## src/rtl/param_reg_bank.sv

```systemverilog
// Dual-port register bank with write-first reads, collision arbitration (port A wins) and a clear sequencer.
// Reads have 1-cycle latency. Writes are never stalled: while a clear runs they are dropped and wr_drop is flagged.
module param_reg_bank #(
    parameter int                 DATA_W  = 8,
    parameter int                 ADDR_W  = 4,
    parameter logic [DATA_W-1:0]  RST_VAL = '0
) (
    input  logic              CLK,
    input  logic              RST_N,
    input  logic              weA,
    input  logic [ADDR_W-1:0] addrA,
    input  logic [DATA_W-1:0] data_inA,
    output logic [DATA_W-1:0] data_outA,
    input  logic              weB,
    input  logic [ADDR_W-1:0] addrB,
    input  logic [DATA_W-1:0] data_inB,
    output logic [DATA_W-1:0] data_outB,
    input  logic              clr_req,
    output logic              busy,
    output logic              clr_done,
    output logic              collision,
    output logic              wr_drop
);
    localparam int              DEPTH    = 2 ** ADDR_W;
    localparam logic [ADDR_W-1:0] LAST_PTR = {ADDR_W{1'b1}};
    localparam logic [0:0]      ST_IDLE  = 1'b0;
    localparam logic [0:0]      ST_CLEAR = 1'b1;

    logic [DATA_W-1:0] mem [DEPTH];
    logic [0:0]        state;
    logic [ADDR_W-1:0] ptr;
    logic              idle;
    logic              clearing;
    logic              same_addr;
    logic              wr_a;
    logic              wr_b;
    logic [DATA_W-1:0] nxt_a;
    logic [DATA_W-1:0] nxt_b;

    assign idle      = (state == ST_IDLE);
    assign clearing  = (state == ST_CLEAR);
    assign same_addr = (addrA == addrB);
    assign wr_a      = idle && weA;
    // B loses an address collision, so its write is suppressed outright
    assign wr_b      = idle && weB && !(weA && same_addr);

    assign busy     = clearing;
    assign clr_done = clearing && (ptr == LAST_PTR);

    always_comb begin
        nxt_a = mem[addrA];
        if (wr_b && same_addr) nxt_a = data_inB;
        if (wr_a) nxt_a = data_inA;
        if (clearing && ptr == addrA) nxt_a = RST_VAL;
    end

    always_comb begin
        nxt_b = mem[addrB];
        if (wr_b) nxt_b = data_inB;
        if (wr_a && same_addr) nxt_b = data_inA;
        if (clearing && ptr == addrB) nxt_b = RST_VAL;
    end

    always_ff @(posedge CLK or negedge RST_N) begin
        if (!RST_N) begin
            for (int i = 0; i < DEPTH; i++) mem[i] <= RST_VAL;
        end else if (clearing) begin
            mem[ptr] <= RST_VAL;
        end else begin
            if (wr_a) mem[addrA] <= data_inA;
            if (wr_b) mem[addrB] <= data_inB;
        end
    end

    always_ff @(posedge CLK or negedge RST_N) begin
        if (!RST_N) begin
            state <= ST_IDLE;
            ptr   <= '0;
        end else if (clearing) begin
            ptr <= ptr + ADDR_W'(1);
            if (ptr == LAST_PTR) state <= ST_IDLE;
        end else if (clr_req) begin
            state <= ST_CLEAR;
            ptr   <= '0;
        end
    end

    always_ff @(posedge CLK or negedge RST_N) begin
        if (!RST_N) begin
            data_outA <= '0;
            data_outB <= '0;
            collision <= 1'b0;
            wr_drop   <= 1'b0;
        end else begin
            data_outA <= nxt_a;
            data_outB <= nxt_b;
            collision <= idle && weA && weB && same_addr;
            wr_drop   <= clearing && (weA || weB);
        end
    end
endmodule
```

## config.mk

```make
export PLATFORM = sky130hd
export DESIGN_NAME = param_reg_bank
export DESIGN_NICKNAME = d
export VERILOG_FILES = /design/src/rtl/param_reg_bank.sv
export SDC_FILE = /design/constraint.sdc
export NUM_CORES = 1
export LEC_CHECK = 0
export ABC_AREA = 0
export CAP_MARGIN = 0
export CORE_UTILIZATION = 55
export CTS_CLUSTER_DIAMETER = 150
export DETAILED_ROUTE_END_ITERATION = 7
export GPL_TIMING_DRIVEN = 0
export PLACE_DENSITY = 0.74
export SLEW_MARGIN = 40
export SYNTH_ARGS = -nofsm -noshare
export SYNTH_HDL_FRONTEND = slang
export SYNTH_SLANG_ARGS = --single-unit
```

## constraint.sdc

```tcl
create_clock -name CLK -period 2.7 [get_ports CLK]
set_input_delay 0.675 -clock CLK [delete_from_list [all_inputs] [get_ports CLK]]
set_output_delay 0.675 -clock CLK [all_outputs]
set_load 0.05 [all_outputs]
```

# Word level (Yosys, flattened, before mapping)
# Cells that the tools add are included.
# classes
n_shift,0
addsub,1
reduce_logical,18
muxes,29
magnitude_cmp,6
div,0
n_bitwise,6
mul,0
n_eq_ne,4
# ops
cell,n
2-to-1 mux 128 bit,4
bitwise mux 128 bit,2
AND 128 bit,1
inverter 128 bit,1
2-to-1 mux 8 bit,13
demux 8 bit (select 4 bit),3
binary-select mux 8 bit (select 4 bit),2
"greater-or-equal comparator 5 bit, second input constant",3
logical AND 1 bit,15
"less-than comparator 5 x 1 -> 1 bit, second input constant",3
inverter 4 -> 5 bit,3
== test 4 bit,3
2-to-1 mux 4 bit,2
"adder 4 x 1 -> 4 bit, second input constant",1
"== test 4 bit, second input constant",1
2-to-1 mux 1 bit,3
nonzero test 2 bit,1
logical NOT 1 bit,1
logical OR 1 bit,1
inverter 1 bit,1
# word_totals
in_bits,29
mem_bits_rw,0
reg_bits,151
latch_bits,0
memories,0
rom_bits,0
output_inout_bits,20

# Depth between registers and ports, before layout
# Gate-level depths: netlist (run 1).
# depth
word_depth,11
mapped_depth,9
mapped_depth_nobuf,5

# Worst setup path after synthesis (run 1)
# Ideal clock, no wire load.
# synth_path
path_type,reg2out
startpoint,"reg state, in the netlist busy"
endpoint,out clr_done
stages_incl_launch_ff,6
t_required_ns,2.025
t_arrival_ns,2.302
slack_ns,-0.277
cell_sequence,dfrtp_1 clkbuf_1 clkbuf_1 clkbuf_1 clkbuf_1 and3_1
# synth_via
elab_chain_len,1
# synth_rtl
element,line_no,text
from (decl),30,logic [0:0] state;
from (signal assigned),77,state <= ST_IDLE;
from (signal assigned),81,if (ptr == LAST_PTR) state <= ST_IDLE;
from (signal assigned),83,state <= ST_CLEAR;
logical AND 1 bit,48,assign clr_done = clearing && (ptr == LAST_PTR);
to (decl),20,"output logic clr_done,"
# No other way between the ends.

# Worst setup path after layout (run 1)
# layout_path
startpoint,in addrA[3]
endpoint,reg mem[33] (netlist name)
# layout_via
elab_chain_len,11
elab_cells_between_ends,16
# layout_rtl
element,line_no,text
from (decl),11,"input logic [ADDR_W-1:0] addrA,"
inverter 4 -> 5 bit (implied by the code),70,if (wr_a) mem[addrA] <= data_inA;
greater-or-equal comparator 5 bit (implied by the code) / less-than comparator 5 x 1 -> 1 bit (equally long branches),70,
logical AND 1 bit (implied by the code),70,
2-to-1 mux 8 bit (implied by the code),70,
demux 8 bit (select 4 bit),70,
bitwise mux 128 bit,70,
2-to-1 mux 128 bit,70,
2-to-1 mux 128 bit,67,end else if (clearing) begin
bitwise mux 128 bit,71,if (wr_b) mem[addrB] <= data_inB;
2-to-1 mux 128 bit *,71,
2-to-1 mux 128 bit *,67,
"to (signal, indexed assignment)",70,
"to (signal, indexed assignment)",71,
to (decl),29,logic [DATA_W-1:0] mem [DEPTH];
# Every way passes the cells marked *; elsewhere a longest branch is shown, timed or not. The select of a mux whose other input is x is not followed.
# A chain may end at the register's enable or synchronous reset.

==> impl_metrics.env, run 1 <==
export IMPL_syn_inst=936
export IMPL_cts_hold_buf=0
export IMPL_synth_edf_count=0
export IMPL_cp_startpoint="addrA[3]"
export IMPL_cts_buffers=17
export IMPL_syn_to_final_growth_pct=15.68
export IMPL_cp_arrival_ns=3.02
export IMPL_port_buffers=32
export IMPL_row_count=50
export IMPL_max_slew_worst_pin_slew_ns=0.9639
export IMPL_required_ns=3.02
export IMPL_ys_flop_type="dfrtp_1"
export IMPL_powerDensity_mw_per_mm2=943.9
export IMPL_fin_nets=1031
export IMPL_n_antenna_cell=0
export IMPL_drc=0
export IMPL_synth_cells_most_frequent="151 x dfrtp_1, 140 x mux2i_1, 131 x nor3_1"
export IMPL_insertion_delay_ns=0.44
export IMPL_drt_iter0_markers=1705
export IMPL_finalSetupTns_ns=0
export IMPL_routabilityCongestion=1.084
export IMPL_crit_path_start_kind="input pin"
export IMPL_cts_buffer_depth=2
export IMPL_initial_core_util_pct=56.27
export IMPL_drive_above_1_share_pct=22.26
export IMPL_drt_wl_total_um=44150
export IMPL_period_minus_slack_ns=2.696
export IMPL_clockRootBuffer="clkbuf_16"
export IMPL_place_ws_ns=-1.394
export IMPL_synth_area_leaders="dfrtp_1 36%, mux4_2 14%, mux2i_1 13%, a221o_1 12%, nor3_1 6.2%"
export IMPL_worst_slack_ns=0.003743
export IMPL_cts_tree="yes"
export IMPL_grt_max_degree=60
export IMPL_finalHoldViolCount=0
export IMPL_grt_pass1_wl_um=64840
export IMPL_synthArstFlopShare_pct=100.0
export IMPL_r2r_slack_ns=0.22
export IMPL_yosysSeqAreaShare_pct=35.78
export IMPL_die_w_um=140.6
export IMPL_fin_cells=1245
export IMPL_outcome="finished, final reports clean"
export IMPL_vias_per_cell=8.031
export IMPL_slew_headroom_pct=35.74
export IMPL_die_area_mm2=0.01976
export IMPL_synth_top_area_cell="dfrtp_1"
export IMPL_timing_rr_start="busy"
export IMPL_cp_end_kind="register"
export IMPL_ant_nets=0
export IMPL_syn_nets=969
export IMPL_ys_seq_elements=151
export IMPL_hold_path_class="input pin to async pin"
export IMPL_antenna_found_initial=0
export IMPL_synth_area_mm2=0.01056
export IMPL_wl_per_cell_um=35.46
export IMPL_dp_hpwl_um=30290
export IMPL_clk_pin_slew_ns=0.06
export IMPL_grt_pass1_vias=9469
export IMPL_fin_crit_sh_pct=99.86
export IMPL_drv_slew=0
export IMPL_via_count=9998
export IMPL_synth_top_area_share_pct=35.78
export IMPL_dr_pass1_iters=7
export IMPL_fmax_mhz=370.9
export IMPL_cts_htree_levels=4
export IMPL_place_inst=1205
export IMPL_final_util_pct=65.09
export IMPL_coreArea_mm2=0.01877
export IMPL_die_h_um=140.6
export IMPL_avgSynthCellArea_um2=11.28
export IMPL_worst_clock_skew_ns=0.009924
export IMPL_gr_total_overflow=0
export IMPL_synth_warnings=0
export IMPL_yosys_cell_count_top_type="dfrtp_1"
export IMPL_cap_violations=0
export IMPL_irDropWorstVdd_uv=654.2
export IMPL_critical_path_class="input pin to register"
export IMPL_grt_use_total_pct=46.42
export IMPL_worstPathMaxFanout=10
export IMPL_pin_count=49
export IMPL_leakagePower_nw=5.376
export IMPL_setup_viol=0
export IMPL_power_total_mw=11.53
export IMPL_synth_distinct_cells=53
export IMPL_rsz0062_at_grt="false"
export IMPL_cts_sinks=151
[per-stage QoR]
step                instance area (um2)  hold WS, ns
floorplan                         10570       0.3794
global placement                  11180       0.5113
detailed placement                11290       0.5369
CTS                               12150       0.1154
global route                      12220       0.1323
finish                            12220       0.1121
[sequential cells by signal, summed over array words and instances, names as in the netlist]
name and flops:
mem 128, wr_drop 1, ptr 4, data_outA 8, collision 1, data_outB 8, busy 1
[kinds of logic after synthesis]
group	Yosys count	synth area share, %
AO/OA/AOI/OAI	225	19.28
adder cells (fa/ha/maj)	4	0.4740
flip-flops	151	35.78
buffers and inverters	113	4.739
multiplexers	213	27.88
AND/OR/NAND/NOR	218	10.85
XOR/XNOR	12	0.9953
[final cells by class]
type	instances	area [um2]
Fill cell	1492	6553
Multi-Input combinational cell	672	6459
Sequential cell	151	3780
Buffer	105	589.3
Timing Repair Buffer	45	485.5
Clock buffer	19	442.9
Tap cell	234	292.8
Clock inverter	13	143.9
Inverter	6	22.52
[where the power goes]
group | leakage (nW) | switching, mW | total, mW | internal, mW
Combinational | 3.02 | 3.00 | 5.08 | 2.08
Clock | 0.288 | 1.07 | 2.46 | 1.40
Sequential | 2.07 | 0.942 | 3.99 | 3.05
[routing by layer]
layer	vias to the layer above	wire, um	track usage, %
met3	214	6864	18.36
li1	3912	-	-
met5	-	60	0
met1	4881	16090	62.36
met2	989	17910	62.58
met4	2	3224	28.43
[final timing paths]
check	to	depth (start not counted)
max in group asynchronous	busy	3
min	mem[67]	1
max reg2reg	mem[58]	6
min reg2reg	mem[58]	1
max	mem[33]	8
min in group CLK	mem[58]	1
[timing repair]
action,4_1_cts,5_1_grt
pin swaps,6,1
setup buffers,9,0
gates resized for setup,62,21
setup endpoints to repair,148,112
[worst max-delay path, cell delays in order]
cell and delay, ns:
dlygate4sd2_1 0.47, buf_4 0.34, nand4b_1 0.31, nor2b_1 0.29, buf_2 0.31, mux2i_1 0.24
nor3_1 0.08, a221o_1 0.28
[cells in the final DEF (no fill, tap or decap), types with 9 or more instances in the layout]
master,synthesis,layout
buf_2,30,22
nor2b_1,15,14
a221o_1,127,127
xor2_1,10,10
clkbuf_1,53,29
clkbuf_2,1,20
a21boi_1,1,15
dfrtp_1,151,150
mux2_2,9,9
a22oi_1,14,12
nand2_1,27,26
mux4_2,64,64
buf_4,5,19
clkdlybuf4s50_1,0,24
buf_1,16,12
clkbuf_16,0,17
nor3_1,131,131
nor2_1,15,14
a21oi_1,26,19
mux2i_1,140,139
a21oi_2,5,10
(Power assumes the default switching activity.)
==> run 2, diff against run 1 <==
RECOVER_POWER = 25   (was unset)
==> impl_metrics.env, run 2 (synthesis results as in run 1) <==
export IMPL_routabilityCongestion=1.084
export IMPL_worstPathMaxFanout=10
export IMPL_final_area_mm2=0.01219
export IMPL_required_ns=3.00
export IMPL_outcome="finished, final reports clean"
export IMPL_combPwrFrac_pct=44.0
export IMPL_largest_register="mem"
export IMPL_max_slew_worst_pin_slew_ns=1.466
export IMPL_place_area_mm2=0.01129
export IMPL_die_h_um=140.6
export IMPL_vias_per_cell=7.981
export IMPL_layout_common_cells="150 x dfrtp_1, 139 x mux2i_1, 131 x nor3_1"
export IMPL_drt_wl_total_um=44120
export IMPL_rsz0062_at_grt="false"
export IMPL_antenna_found_initial=0
export IMPL_drc=0
export IMPL_grt_pass1_vias=9469
export IMPL_dp_hpwl_um=30290
export IMPL_r2r_cells=6
export IMPL_p_int_mw=6.522
export IMPL_timing_rr_start="busy"
export IMPL_cts_buffer_depth=2
export IMPL_r2r_slack_ns=0.24
export IMPL_period_minus_slack_ns=2.661
export IMPL_slew_headroom_pct=2.294
export IMPL_mostFrequentLayoutCell="dfrtp_1"
export IMPL_initial_core_util_pct=56.27
export IMPL_worstPathCellList="clkdlybuf4s15_1, xor2_1, nor4_4, buf_6, buf_8, nand3_1, and3_1, a2111oi_4"
export IMPL_r2r_end="mem[126]"
export IMPL_cts_tree="yes"
export IMPL_drv_slew=0
export IMPL_port_buffers=32
export IMPL_cts_buffers=17
export IMPL_crit_path_start_kind="input pin"
export IMPL_cp_end_kind="register"
export IMPL_clockRootBuffer="clkbuf_16"
export IMPL_dr_pass1_iters=8
export IMPL_fin_crit_sh_pct=98.55
export IMPL_n_antenna_cell=0
export IMPL_cts_sinks=151
export IMPL_insertion_delay_ns=0.44
export IMPL_powerDensity_mw_per_mm2=944.7
export IMPL_clk_pin_slew_ns=0.07
export IMPL_wl_met2_um=17880
export IMPL_syn_to_final_growth_pct=15.46
export IMPL_top_regs="mem: 128 flops, data_outA: 8 flops, data_outB: 8 flops"
export IMPL_worst_clock_skew_ns=0.009515
export IMPL_setup_viol=0
export IMPL_pin_count=49
export IMPL_finalHoldViolCount=0
export IMPL_coreArea_mm2=0.01877
export IMPL_drt_iter0_markers=1717
export IMPL_leakagePower_nw=5.368
export IMPL_met1_length_um=16050
export IMPL_cap_violations=0
export IMPL_critPathSlowestCell="a2111oi_4"
export IMPL_pwr_share_clk_pct=21.3
export IMPL_hold_path_class="input pin to async pin"
export IMPL_met3_wirelength_um=6973
export IMPL_cp_arrival_ns=2.97
export IMPL_grt_use_total_pct=46.42
export IMPL_via_count=9936
export IMPL_grt_max_degree=60
export IMPL_die_area_mm2=0.01976
export IMPL_cts_hold_buf=0
export IMPL_gr_total_overflow=0
export IMPL_whs_ns=0.1056
export IMPL_wl_per_cell_um=35.44
export IMPL_irDropWorstVdd_uv=656.7
export IMPL_die_w_um=140.6
export IMPL_critical_path_class="input pin to register"
export IMPL_highest_layer="met5"
export IMPL_netSwitchingFraction_pct=43.38
export IMPL_p_switching_mw=4.996
export IMPL_drive_above_1_share_pct=22.26
export IMPL_cts_htree_levels=4
export IMPL_worst_path_largest_cell_delay_ns=0.42
export IMPL_seq_power_share_pct=34.6
export IMPL_crit_family="buffers and inverters"
export IMPL_row_count=50
export IMPL_grt_pass1_wl_um=64840
export IMPL_fmax_mhz=375.8
export IMPL_fillers=1495
export IMPL_ant_nets=0
export IMPL_crit_buf_inv=3
export IMPL_fin_nets=1031
export IMPL_largest_register_ffs=128
-- run 2: worst max path at each step --
stage | slack [ns] | end | depth (start not counted) | start
floorplan | 0.03 | clr_done | 5 | busy
global placement | -5.93 | busy | 1 | RST_N
detailed placement | -1.39 | clr_done | 6 | busy
CTS | -0.08 | clr_done | 6 | busy
global route | 0.002 | data_outB[3] | 8 | addrB[0]
finish | 0.04 | data_outB[6] | 8 | addrA[2]
-- run 2: power groups by stage --
| stage | registers (mW) | logic [mW] | clock network (mW) |
|---|---|---|---|
| after floorplan | 3.99 | 2.88 | 0 |
| after global placement | 3.85 | 4.65 | 0 |
| after detailed placement | 3.89 | 4.78 | 0 |
| after CTS | 3.88 | 4.89 | 2.44 |
| after global routing | 4.05 | 5.23 | 2.53 |
| final | 3.99 | 5.07 | 2.46 |
-- run 2: per-stage QoR --
step	TNS [ns]	instances	util, %	power [mW]	worst slack (ns)
4_1_cts	-0.07779	1246	64.73	11.22	-0.07779
5_1_grt	0	1245	64.97	11.81	0.001740
3_3_place_gp	-935.55	1202	59.57	8.509	-5.929
2_1_floorplan	0	936	-	6.868	0.03191
6_report	0	1245	64.97	11.52	0.03923
3_5_place_dp	-110.08	1205	60.14	8.678	-1.394
-- run 2: final cells by class --
cell class	count	area, um2	share of cell area [%]
Clock inverter	13	143.9	1.180
Inverter	6	22.52	0.1847
Multi-Input combinational cell	672	6459	52.97
Timing Repair Buffer	45	462.9	3.797
Sequential cell	151	3780	31.00
Buffer	105	589.3	4.833
Tap cell	234	292.8	2.401
Clock buffer	19	442.9	3.633
-- run 2: layer usage --
layer / GRT usage [%] / vias up
met5: 0 / -
met1: 62.36 / 4788
met4: 28.43 / 2
met3: 18.36 / 202
li1: - / 3919
met2: 62.58 / 1025
-- run 2: what timing repair did --
item / in CTS / in global routing
buffers inserted: 9 / 0
endpoints found under the setup margin: 148 / 112
gates resized for setup: 62 / 21
pin swaps: 6 / 1
-- run 2: worst register-to-register path: cells and delay by family (launching register included) --
kind	cells	cell delay, ns
flip-flops	1	0.44
AND/OR/NAND/NOR	1	0.17
AO/OA/AOI/OAI	1	0.30
buffers and inverters	4	1.44
